===== src/rtl/ibex_data_sram_adapter_pkg.sv =====
// Shared types and defaults for the data-side SRAM adapter and its response pipeline.
package ibex_data_sram_adapter_pkg;

    localparam int unsigned DEFAULT_MEM_WORDS = 4096;
    localparam logic [31:0] DEFAULT_BASE_ADDR = 32'h0010_0000;

    // One in-flight transaction; rd marks that an SRAM read was actually issued.
    typedef struct packed {
        logic valid;
        logic err;
        logic we;
        logic rd;
    } resp_stage_t;

    function automatic logic addr_misaligned(input logic [31:0] addr);
        return addr[1:0] != 2'b00;
    endfunction

endpackage


===== src/rtl/ibex_data_sram_adapter_if.sv =====
// Core data-side bus between the LSU (master) and the SRAM adapter (slave).
// Handshake: a request is accepted in any cycle where req && gnt; the LSU holds
// req/addr/we/be/wdata stable until granted. Each accepted request yields exactly
// one rvalid, in order; err and rdata are meaningful only while rvalid is high.
interface ibex_data_sram_adapter_if;
    logic        req;
    logic        gnt;
    logic        rvalid;
    logic        err;
    logic [31:0] addr;
    logic        we;
    logic [3:0]  be;
    logic [31:0] wdata;
    logic [31:0] rdata;

    modport master (
        output req, addr, we, be, wdata,
        input  gnt, rvalid, err, rdata
    );

    modport slave (
        input  req, addr, we, be, wdata,
        output gnt, rvalid, err, rdata
    );
endinterface


===== src/rtl/ibex_data_resp_pipe.sv =====
// Fixed-depth response pipeline: one stage per cycle of SRAM read latency, no stalls.
module ibex_data_resp_pipe
    import ibex_data_sram_adapter_pkg::*;
#(
    parameter int unsigned Latency = 1
) (
    input  logic        clk_i,
    input  logic        rst_i,
    input  resp_stage_t stage_in,
    output resp_stage_t stage_out,
    output logic        busy_o
);

    resp_stage_t stages_q [Latency];

    always_ff @(posedge clk_i or posedge rst_i) begin
        if (rst_i) begin
            for (int i = 0; i < Latency; i++) begin
                stages_q[i] <= '0;
            end
        end else begin
            stages_q[0] <= stage_in;
            for (int i = 1; i < Latency; i++) begin
                stages_q[i] <= stages_q[i-1];
            end
        end
    end

    assign stage_out = stages_q[Latency-1];

    always_comb begin
        busy_o = 1'b0;
        for (int i = 0; i < Latency; i++) begin
            busy_o = busy_o | stages_q[i].valid;
        end
    end

endmodule


===== src/rtl/ibex_data_sram_adapter.sv =====
// Terminates the core data bus on a fixed-latency single-port SRAM: grant,
// range/alignment check, SRAM drive and in-order responses.
module ibex_data_sram_adapter
    import ibex_data_sram_adapter_pkg::*;
#(
    parameter int unsigned MemWords = DEFAULT_MEM_WORDS,
    parameter logic [31:0] BaseAddr = DEFAULT_BASE_ADDR,
    parameter int unsigned Latency  = 1
) (
    input  logic                         clk_i,
    input  logic                         rst_i,
    ibex_data_sram_adapter_if.slave      data_bus,
    input  logic                         gnt_stall_i,
    output logic                         sram_req_o,
    output logic                         sram_we_o,
    output logic [$clog2(MemWords)-1:0]  sram_addr_o,
    output logic [3:0]                   sram_wmask_o,
    output logic [31:0]                  sram_wdata_o,
    input  logic [31:0]                  sram_rdata_i,
    output logic                         busy_o
);

    localparam int unsigned AW = $clog2(MemWords);
    // 33 bits so a window covering the whole 4 GiB space still compares correctly.
    localparam logic [32:0] WindowBytes = 33'(MemWords) * 33'd4;

    logic        gnt;
    logic [31:0] offset;
    logic        in_range;
    logic        misal;
    logic        err;
    logic        sram_req;

    resp_stage_t stage_in;
    resp_stage_t stage_out;

    // Fixed latency bounds outstanding work, so back-pressure is the only grant stall.
    assign gnt = data_bus.req & ~gnt_stall_i & ~rst_i;

    // Below-base addresses wrap to huge offsets and fall out of range naturally.
    assign offset   = data_bus.addr - BaseAddr;
    assign in_range = {1'b0, offset} < WindowBytes;
    assign misal    = addr_misaligned(data_bus.addr);
    assign err      = ~in_range | misal;

    assign sram_req = gnt & ~err & (data_bus.be != 4'b0000);

    assign sram_req_o   = sram_req;
    assign sram_we_o    = data_bus.we;
    assign sram_addr_o  = offset[AW+1:2];
    assign sram_wmask_o = data_bus.we ? data_bus.be : 4'b0000;
    assign sram_wdata_o = data_bus.wdata;

    always_comb begin
        stage_in       = '0;
        stage_in.valid = gnt;
        stage_in.err   = gnt & err;
        stage_in.we    = gnt & data_bus.we;
        stage_in.rd    = sram_req & ~data_bus.we;
    end

    ibex_data_resp_pipe #(
        .Latency (Latency)
    ) u_resp_pipe (
        .clk_i     (clk_i),
        .rst_i     (rst_i),
        .stage_in  (stage_in),
        .stage_out (stage_out),
        .busy_o    (busy_o)
    );

    assign data_bus.gnt    = gnt;
    assign data_bus.rvalid = stage_out.valid;
    assign data_bus.err    = stage_out.valid & stage_out.err;
    // Stores, skipped reads and errors all return zero data.
    assign data_bus.rdata  = (stage_out.valid & stage_out.rd & ~stage_out.err & ~stage_out.we)
                             ? sram_rdata_i : 32'h0;

endmodule


===== src/flat_wrapper.sv =====
// flat-port wrapper written by rule: the top's interface ports become plain ports
module ibex_data_sram_adapter_flat import ibex_data_sram_adapter_pkg::*;
#(
    parameter int unsigned MemWords = DEFAULT_MEM_WORDS,
    parameter logic [31:0] BaseAddr = DEFAULT_BASE_ADDR,
    parameter int unsigned Latency  = 1
)
  (clk_i, rst_i, gnt_stall_i, sram_req_o, sram_we_o, sram_addr_o, sram_wmask_o, sram_wdata_o, sram_rdata_i, busy_o, data_bus_req, data_bus_addr, data_bus_we, data_bus_be, data_bus_wdata, data_bus_gnt, data_bus_rvalid, data_bus_err, data_bus_rdata);
  ibex_data_sram_adapter_if data_bus_i ();
  input  logic clk_i;
  input  logic rst_i;
  input  logic gnt_stall_i;
  output logic sram_req_o;
  output logic sram_we_o;
  output logic [$clog2(MemWords)-1:0] sram_addr_o;
  output logic [3:0] sram_wmask_o;
  output logic [31:0] sram_wdata_o;
  input  logic [31:0] sram_rdata_i;
  output logic busy_o;
  input wire logic [$bits(data_bus_i.req)-1:0] data_bus_req;
  input wire logic [$bits(data_bus_i.addr)-1:0] data_bus_addr;
  input wire logic [$bits(data_bus_i.we)-1:0] data_bus_we;
  input wire logic [$bits(data_bus_i.be)-1:0] data_bus_be;
  input wire logic [$bits(data_bus_i.wdata)-1:0] data_bus_wdata;
  output wire logic [$bits(data_bus_i.gnt)-1:0] data_bus_gnt;
  output wire logic [$bits(data_bus_i.rvalid)-1:0] data_bus_rvalid;
  output wire logic [$bits(data_bus_i.err)-1:0] data_bus_err;
  output wire logic [$bits(data_bus_i.rdata)-1:0] data_bus_rdata;
  assign data_bus_i.req = data_bus_req;
  assign data_bus_i.addr = data_bus_addr;
  assign data_bus_i.we = data_bus_we;
  assign data_bus_i.be = data_bus_be;
  assign data_bus_i.wdata = data_bus_wdata;
  assign data_bus_gnt = data_bus_i.gnt;
  assign data_bus_rvalid = data_bus_i.rvalid;
  assign data_bus_err = data_bus_i.err;
  assign data_bus_rdata = data_bus_i.rdata;
  ibex_data_sram_adapter #(.MemWords(MemWords), .BaseAddr(BaseAddr), .Latency(Latency)) u_core (.clk_i(clk_i), .rst_i(rst_i), .data_bus(data_bus_i), .gnt_stall_i(gnt_stall_i), .sram_req_o(sram_req_o), .sram_we_o(sram_we_o), .sram_addr_o(sram_addr_o), .sram_wmask_o(sram_wmask_o), .sram_wdata_o(sram_wdata_o), .sram_rdata_i(sram_rdata_i), .busy_o(busy_o));
endmodule

===== config.mk =====
export PLATFORM = sky130hd
export DESIGN_NAME = ibex_data_sram_adapter_flat
export DESIGN_NICKNAME = d
export VERILOG_FILES = /design/src/rtl/ibex_data_sram_adapter_pkg.sv /design/src/rtl/ibex_data_sram_adapter_if.sv /design/src/rtl/ibex_data_resp_pipe.sv /design/src/rtl/ibex_data_sram_adapter.sv /design/src/flat_wrapper.sv
export SDC_FILE = /design/constraint.sdc
export NUM_CORES = 1
export LEC_CHECK = 0
export ABC_AREA = 1
export CAP_MARGIN = 20
export CORE_ASPECT_RATIO = 0.8
export CORE_MARGIN = 1
export CORE_UTILIZATION = 20
export DETAILED_ROUTE_END_ITERATION = 10
export PLACE_DENSITY = 0.78
export SLEW_MARGIN = 25
export SYNTH_ARGS = -nofsm -noshare
export SYNTH_HDL_FRONTEND = slang
export SYNTH_SLANG_ARGS = --single-unit

===== constraint.sdc =====
create_clock -name clk_i -period 1.2 [get_ports clk_i]
set_input_delay 0.24 -clock clk_i [delete_from_list [all_inputs] [get_ports clk_i]]
set_output_delay 0.24 -clock clk_i [all_outputs]
set_load 0.01 [all_outputs]

; Yosys cells after proc, flatten, opt, wreduce, memory -nomap -nowiden
; Index checks and enable logic that the tools add are counted.
[word_totals]
ff_bits = 4
output_inout_bits = 86
word_cells = 29
[classes]
add_sub_neg = 1
n_lt_le_gt_ge = 1
muxes = 2
n_bitwise = 19
reduce_logical = 2
[ops]
columns = op, count
row1 = 32-bit by 15-bit less-than comparator with 1-bit output (second input constant), 1
row2 = 32-bit two-way mux, 1
row3 = 32-bit by 21-bit subtractor with 32-bit output (second input constant), 1
row4 = 1-bit AND, 11
row5 = 1-bit NOT, 7
row6 = 4-bit two-way mux, 1
row7 = 4-bit nonzero test, 1
row8 = 2-bit nonzero test, 1
row9 = 1-bit OR, 1

; Longest topological paths before layout
; Gate-level depths: netlist of the first run.
[logic_depth]
depth_word = 8
mapped_depth = 8

; Modules after synthesis
; A second synthesis of the first run with hierarchy kept.
[hier_totals]
hier_cells = 190
hier_area_um2 = 1004.7
[by_module_without_submodules]
columns = mod, n_inst, cells_each, area_per_inst_um2
row1 = ibex_data_sram_adapter, 1, 184, 893.4
row2 = ibex_data_resp_pipe, 1, 6, 111.4

; Least setup slack after synthesis of the first run
; No wires, ideal clock.
[synth_path]
path_kind = reg-to-output
startpoint = reg u_core.u_resp_pipe.stages_q (netlist bit u_core.u_resp_pipe.stage_out[2])
endpoint = out data_bus_rdata[0]
t_arrival_ns = 0.969
required_time_ns = 0.960
setup_slack_ns = -0.009
stages_incl_launch_ff = 5
n_path_buf = 1
path_cell_list = dfrtp_1 -> nor2_1 -> nand3_1 -> clkbuf_1 -> nor2_1
[synth_between]
elab_chain_cells = 4
[synth_rtl]
columns = element, line_no
row1 = "start, declared", ibex_data_resp_pipe.sv:14  ; resp_stage_t stages_q [Latency];
row2 = "start signal, assigned by index", ibex_data_resp_pipe.sv:24  ; stages_q[i] <= stages_q[i-1];
row3 = 1-bit NOT, ibex_data_sram_adapter.sv:76  ; assign data_bus.rdata = (stage_out.valid & stage_out.rd & ~stage_out.err & ~stage_out.we)
row4 = 1-bit AND (2 in series), ibex_data_sram_adapter.sv:76
row5 = 32-bit two-way mux, ibex_data_sram_adapter.sv:77  ; ? sram_rdata_i : 32'h0;
row6 = "end, declared", flat_wrapper.sv:28  ; output wire logic [$bits(data_bus_i.rdata)-1:0] data_bus_rdata;
; Every way passes these cells.

; Worst setup path in the final report of the first run
[layout_path]
startpoint = in data_bus_addr[23]
endpoint = out sram_req_o
[layout_between]
elab_chain_cells = 7
[layout_rtl]
columns = element, line_no
row1 = "start, declared", flat_wrapper.sv:21  ; input wire logic [$bits(data_bus_i.addr)-1:0] data_bus_addr;
row2 = 32-bit by 21-bit subtractor with 32-bit output, ibex_data_sram_adapter.sv:41  ; assign offset = data_bus.addr - BaseAddr;
row3 = 32-bit by 15-bit less-than comparator with 1-bit output, ibex_data_sram_adapter.sv:42  ; assign in_range = {1'b0, offset} < WindowBytes;
row4 = 1-bit NOT, ibex_data_sram_adapter.sv:44  ; assign err = ~in_range | misal;
row5 = 1-bit OR, ibex_data_sram_adapter.sv:44
row6 = 1-bit NOT, ibex_data_sram_adapter.sv:46  ; assign sram_req = gnt & ~err & (data_bus.be != 4'b0000);
row7 = 1-bit AND (2 in series), ibex_data_sram_adapter.sv:46
row8 = "end, declared", flat_wrapper.sv:13  ; output logic sram_req_o;
; Every way passes these cells.

==> out/summary.txt, run 1 <==
Final Hold Viols: 0
violated checks: negative setup slack
Setup Total Neg Slack: -8230 ps
outcome: complete, but fails checks
Critical Setup Path Class: input port to output pin
Max Root-Sink Buffers: 2
first-pass GRT wire length: 4.58 mm
Filler Cells Inserted: 510
Total Nets Final: 366
Inst Count DP: 307
maximum level of the CTS H-tree: 1
clock slew seen by the registers of the worst setup and hold paths: 30 ps
startpoint of the most critical setup path: data_bus_addr[23]
proportion of layout cells with a drive suffix above 1: 42.1%
number of flip-flops and latches in the synthesized netlist: 4
post-synthesis xor/xnor area fraction: 0%
total iterations of the first detailed-routing run: 4
maximum clock frequency: 0.677 GHz
remaining antenna violation count: 0
final worst-path setup slack: -277 ps
Die Y: 65.0 µm
simple-gate portion of the synthesized area: 34.3%
Setup-failing EPs final: 35
final slew viol count: 0
total die area: 5250 µm²
arrival time worst endpoint: 1240 ps
highest-count cells in the layout ignoring fill and taps: sky130_fd_sc_hd__inv_1, sky130_fd_sc_hd__nor2_1, sky130_fd_sc_hd__buf_2
Synth Area in Adders: 0%
port buffer count: 102
DRC marker count from the first detailed-route iteration: 9
multi-input gate area in the final layout: 467 µm²
Distinct cells, synth: 13
power consumption: 0.000743 W
share of the clock period used by the worst path after layout: 123%
final weighted congestion in routability-driven placement: 0.843
CTS root buf: sky130_fd_sc_hd__clkbuf_8
average cell area after synthesis: 5.31 µm²
remaining global-route overflow: 0
HPWL Detailed: 2.57 mm
power density over the cells: 408 nW/µm²
total CTS buffers: 3
peak supply drop: 258 µV
required time at the endpoint of the critical path: 960 ps
antenna violations before repair: 0
placed inst area: 1800 µm²
sort of element at the end of the critical path: output pin
Lkg Pwr: 1.15 nW
number of cells in the finished layout apart from fillers: 319
Worst Hold Class: input port to asynchronous set/reset pin
post-synthesis mux area share: 0%
post-layout instance area: 1820 µm²
number of global-route vias before repair: 1126
CTS Hold Buffers Added: 0
Top Ports: 191
commonest non-fill, non-tap cell in the layout: sky130_fd_sc_hd__inv_1
per-cell routed wire length: 10.7 µm
count of yosys warnings during synthesis: 0
compound-cell area share of the yosys netlist: 1.26%
worst max-slew margin expressed relative to the limit: 87.2%
combinational family with the most area after synthesis: buffers and inverters
initial core utilization: 21.2%
Synth Instances: 187
net count after synthesis: 292
Core Footprint: 4680 µm²
slew of the pin with the lowest slew margin: 191 ps
post-synthesis instance area: 993 µm²
Min Clock Period, post-route: 1480 ps
GR Util All Layers: 11.3%
area added between synthesis and finish: 83.1%
post-detailed-routing wire length: 3.41 mm
pin count of the biggest net entering global routing: 33
total inserted antenna cells: 0
RSZ-0062 raised after global routing: yes
count of standard-cell rows: 22
Clock Sink Count: 4
max-cap violation count: 0
Hold Slack: 85.6 ps
die span in x: 80.8 µm
element type at the critical path start: input port
share of synthesized area occupied by flip-flops and latches: 10.1%
detailed-route vias per instance: 3.90
largest fanout of any net on the critical path: 3
Sequential Area: 100 µm²
Remaining DRCs: 0
clock tree from TritonCTS: done
number of vias in the routed layout: 1243
-- state kept, by name, indices dropped and copies added, names as in the netlist --
| register | count |
|---|---|
| u_core.u_resp_pipe.busy_o | 1 |
| u_core.u_resp_pipe.stage_out | 3 |
-- synthesized netlist by cell type, drive strengths merged --
cell type  count  share of area (%)
a31oi          2                1.3
and2           1               0.63
buf           46                 35
clkbuf         3                1.1
dfrtp          4                 10
inv           49                 19
nand2         24                9.3
nand3          2                1.0
nand4          1                1.3
nor2          53                 21
or2            2                1.3
-- worst max-delay path, stage by stage --
cell and delay [ps]:
sky130_fd_sc_hd__buf_6 90, sky130_fd_sc_hd__or2_1 240, sky130_fd_sc_hd__nor2_2 180, sky130_fd_sc_hd__nand2_1 90, sky130_fd_sc_hd__nand2_2 100, sky130_fd_sc_hd__nand4_4 130, sky130_fd_sc_hd__inv_2 70, sky130_fd_sc_hd__buf_6 90
-- metal layers --
layer / track usage, % / wire [µm] / up-vias
met1: 10.4 / 1140 / 515
met4: 5.36 / 29 / 0
met2: 19.2 / 1600 / 107
met5: 3.33 / 0 / -
met3: 7.32 / 638 / 2
li1: - / - / 619
-- kinds of logic (layout without fill, tap and decap cells) --
family,count (synthesis),after routing
and+or+nand+nor,83,83
buffers and inverters,98,170
DFF,4,4
AOI/OAI and AO/OA,2,2
-- what timing repair did --
action                     CTS  global route
gates resized for setup    210            73
pin swaps                   29            15
setup buffers                8             3
hold endpoints to repair     0             0
setup endpoints to repair   44            43
cloned                       0             1
-- where the power goes --
part	switching [W]	total [W]	leakage, nW	internal (W)
clock	0.0000670	0.000281	0.0216	0.000214
sequential	0.00000272	0.000142	0.0546	0.000139
combinational	0.000121	0.000320	1.07	0.000200
total	0.000190	0.000743	1.15	0.000552
-- stage by stage --
step           util (%)  setup WS (ps)
2_1_floorplan         -          -9.39
3_3_place_gp       38.4           -958
6_report           38.9           -277
3_5_place_dp       38.4          -1030
5_1_grt            38.9           -342
4_1_cts            37.2           -376
-- final cells by class --
cell class	count	share of cell area, %
clock buffers	3	2.27
inverters	49	10.2
multi-input cells	85	25.7
flip-flops and latches	4	5.50
well taps	60	4.13
repair buffers	118	52.2
-- how the worst max path moves through the flow --
stage	cells past startpoint	slack, ps	end
after floorplan	4	-9	data_bus_rdata[0]
after global placement	9	-960	sram_req_o
after detailed placement	8	-1030	sram_req_o
after CTS	5	-380	data_bus_rdata[1]
after global routing	5	-340	data_bus_rdata[13]
final	8	-280	sram_req_o
No activity file was read; power rests on OpenSTA's default activity.
==> run 2, diff against run 1 <==
- CORE_MARGIN: 1 -> unset
- GPL_TIMING_DRIVEN: unset -> 0
==> out/summary.txt, run 2 (same netlist as run 1, synthesis figures left out) <==
total inserted antenna cells: 0 (unchanged)
count of standard-cell rows: 22 (unchanged)
total die area: 5250 µm² (unchanged)
remaining global-route overflow: 0 (unchanged)
arrival time worst endpoint: 1350 ps (+110 ps)
Setup-failing EPs final: 33 (-5.7%)
remaining antenna violation count: 0 (unchanged)
Max Root-Sink Buffers: 2 (unchanged)
post-detailed-routing wire length: 4.29 mm (+26%)
GR Util All Layers: 14.3% (+3.0 points)
slew of the pin with the lowest slew margin: 174 ps (-17.3 ps)
Final Hold Viols: 0 (unchanged)
number of cells in the finished layout apart from fillers: 405 (+27%)
Remaining DRCs: 0 (unchanged)
violated checks: negative setup slack
initial core utilization: 21.2% (unchanged)
final weighted congestion in routability-driven placement: 0.793 (-5.9%)
Lkg Pwr: 1.49 nW (+30%)
number of global-route vias before repair: 1298 (+15%)
post-layout instance area: 2650 µm² (+46%)
Filler Cells Inserted: 467 (-8.4%)
port buffer count: 146 (+43%)
worst max-slew margin expressed relative to the limit: 88.4% (+1.1 points)
placed inst area: 2530 µm² (+41%)
cell repeated most along the worst path: sky130_fd_sc_hd__buf_6
per-cell routed wire length: 10.6 µm (-0.91%)
proportion of layout cells with a drive suffix above 1: 42.3% (+0.23 points)
highest-count cells in the layout ignoring fill and taps: sky130_fd_sc_hd__clkdlybuf4s50_1, sky130_fd_sc_hd__buf_4, sky130_fd_sc_hd__inv_1
power consumption: 0.00103 W (+38%)
element type at the critical path start: flop
maximum clock frequency: 0.629 GHz (-7.2%)
list of cells traversed by the critical path: nor2_2 > nand3_4 > buf_6 > clkbuf_16 > nor2_4 > buf_6
pin count of the biggest net entering global routing: 11 (-67%)
peak per-stage delay on the critical path: 370 ps (+130 ps)
Die Y: 65.0 µm (unchanged)
startpoint of the most critical setup path: u_core.u_resp_pipe.stage_out[2]$_DFF_PP0_
CTS root buf: sky130_fd_sc_hd__clkbuf_8
Top Ports: 191 (unchanged)
share of the clock period used by the worst path after layout: 133% (+9.5 points)
endpoint of the worst setup timing path: data_bus_rdata[23]
final slew viol count: 0 (unchanged)
final worst-path setup slack: -391 ps (-114 ps)
clock slew seen by the registers of the worst setup and hold paths: 30 ps (about the same)
Clock Sink Count: 4 (unchanged)
master of the slowest instance on the critical path: sky130_fd_sc_hd__dfrtp_1
commonest non-fill, non-tap cell in the layout: sky130_fd_sc_hd__clkdlybuf4s50_1
Core Footprint: 4680 µm² (unchanged)
clock tree from TritonCTS: done
Total Nets Final: 452 (+23%)
outcome: complete, but fails checks
Hold Slack: 133 ps (+47.2 ps)
detailed-route vias per instance: 3.75 (-3.7%)
final core utilization: 56.7% (+18 points)
HPWL Detailed: 3.64 mm (+42%)
required time at the endpoint of the critical path: 960 ps (about the same)
max-cap violation count: 0 (unchanged)
Worst Hold Class: input port to asynchronous set/reset pin
largest fanout of any net on the critical path: 5 (+2)
Critical Setup Path Class: flop to output pin
first-pass GRT wire length: 5.92 mm (+29%)
total iterations of the first detailed-routing run: 2 (-2)
antenna violations before repair: 0 (unchanged)
Inst Count DP: 393 (+28%)
total CTS buffers: 3 (unchanged)
CTS Hold Buffers Added: 0 (unchanged)
RSZ-0062 raised after global routing: yes
Min Clock Period, post-route: 1590 ps (+114 ps)
area added between synthesis and finish: 167%
maximum level of the CTS H-tree: 1 (unchanged)
number of flip-flops under the largest register name: 3 (unchanged)
power density over the cells: 387 nW/µm² (-5.2%)
peak supply drop: 227 µV (-12%)
DRC marker count from the first detailed-route iteration: 8 (-1)
number of vias in the routed layout: 1520 (+22%)
die span in x: 80.8 µm (unchanged)
sort of element at the end of the critical path: output pin
-- run 2: worst min path at each step --
stage / startpoint / endpoint / slack [ps]
2_1_floorplan: rst_i / u_core.u_resp_pipe.busy_o$_DFF_PP0_ / 10
4_1_cts: rst_i / u_core.u_resp_pipe.stage_out[2]$_DFF_PP0_ / 130
5_1_grt: rst_i / u_core.u_resp_pipe.stage_out[2]$_DFF_PP0_ / 150
6_report: rst_i / u_core.u_resp_pipe.stage_out[2]$_DFF_PP0_ / 130
3_5_place_dp: rst_i / u_core.u_resp_pipe.stage_out[2]$_DFF_PP0_ / 450
3_3_place_gp: rst_i / u_core.u_resp_pipe.stage_out[2]$_DFF_PP0_ / 450
-- run 2: critical path: cells and delay by family, from the launching register on --
kind          cells  cell delay, ps
buf+inv           3             410
simple gates      3             350
flops             1             370
-- run 2: area by class of cell --
class	instances	area (µm²)	area share, %
Buffer	48	392	14.8
Multi-Input combinational cell	85	468	17.6
Timing Repair Buffer	156	1390	52.4
Clock buffer	3	41.3	1.56
Sequential cell	4	100	3.77
Tap cell	60	75.1	2.83
Inverter	49	186	7.03
-- run 2: through the flow --
stage	setup slack, ps	TNS [ps]
after floorplan	-9.39	-282
after global placement	-983	-24880
after detailed placement	-993	-24720
after CTS	-405	-10710
after global routing	-448	-12310
final	-391	-10090
-- run 2: where the power goes --
part | total (W) | internal [W] | leakage [nW] | switching (W)
registers | 0.000143 | 0.000139 | 0.0546 | 0.00000321
clock network | 0.000276 | 0.000213 | 0.0216 | 0.0000624
logic | 0.000609 | 0.000410 | 1.42 | 0.000198
-- run 2: what timing repair did --
item                                    4_1_cts  5_1_grt
endpoints found under the setup margin       44       34
resized for setup                           272       35
buffers inserted                             13        2
pin swaps                                    29        8
cloned                                        1        0
hold endpoints to repair                      0        0
-- run 2: per-layer routing --
| metal | wire length [µm] | up-vias | part of all wire [%] | global-route usage [%] |
|---|---|---|---|---|
| met5 | 0 | - | 0 | 0 |
| met4 | 31 | 0 | 0.72 | 4.02 |
| met3 | 416 | 2 | 9.7 | 2.68 |
| met2 | 2280 | 67 | 53 | 26.9 |
| met1 | 1570 | 662 | 36 | 16.2 |
| li1 | - | 789 | - | - |
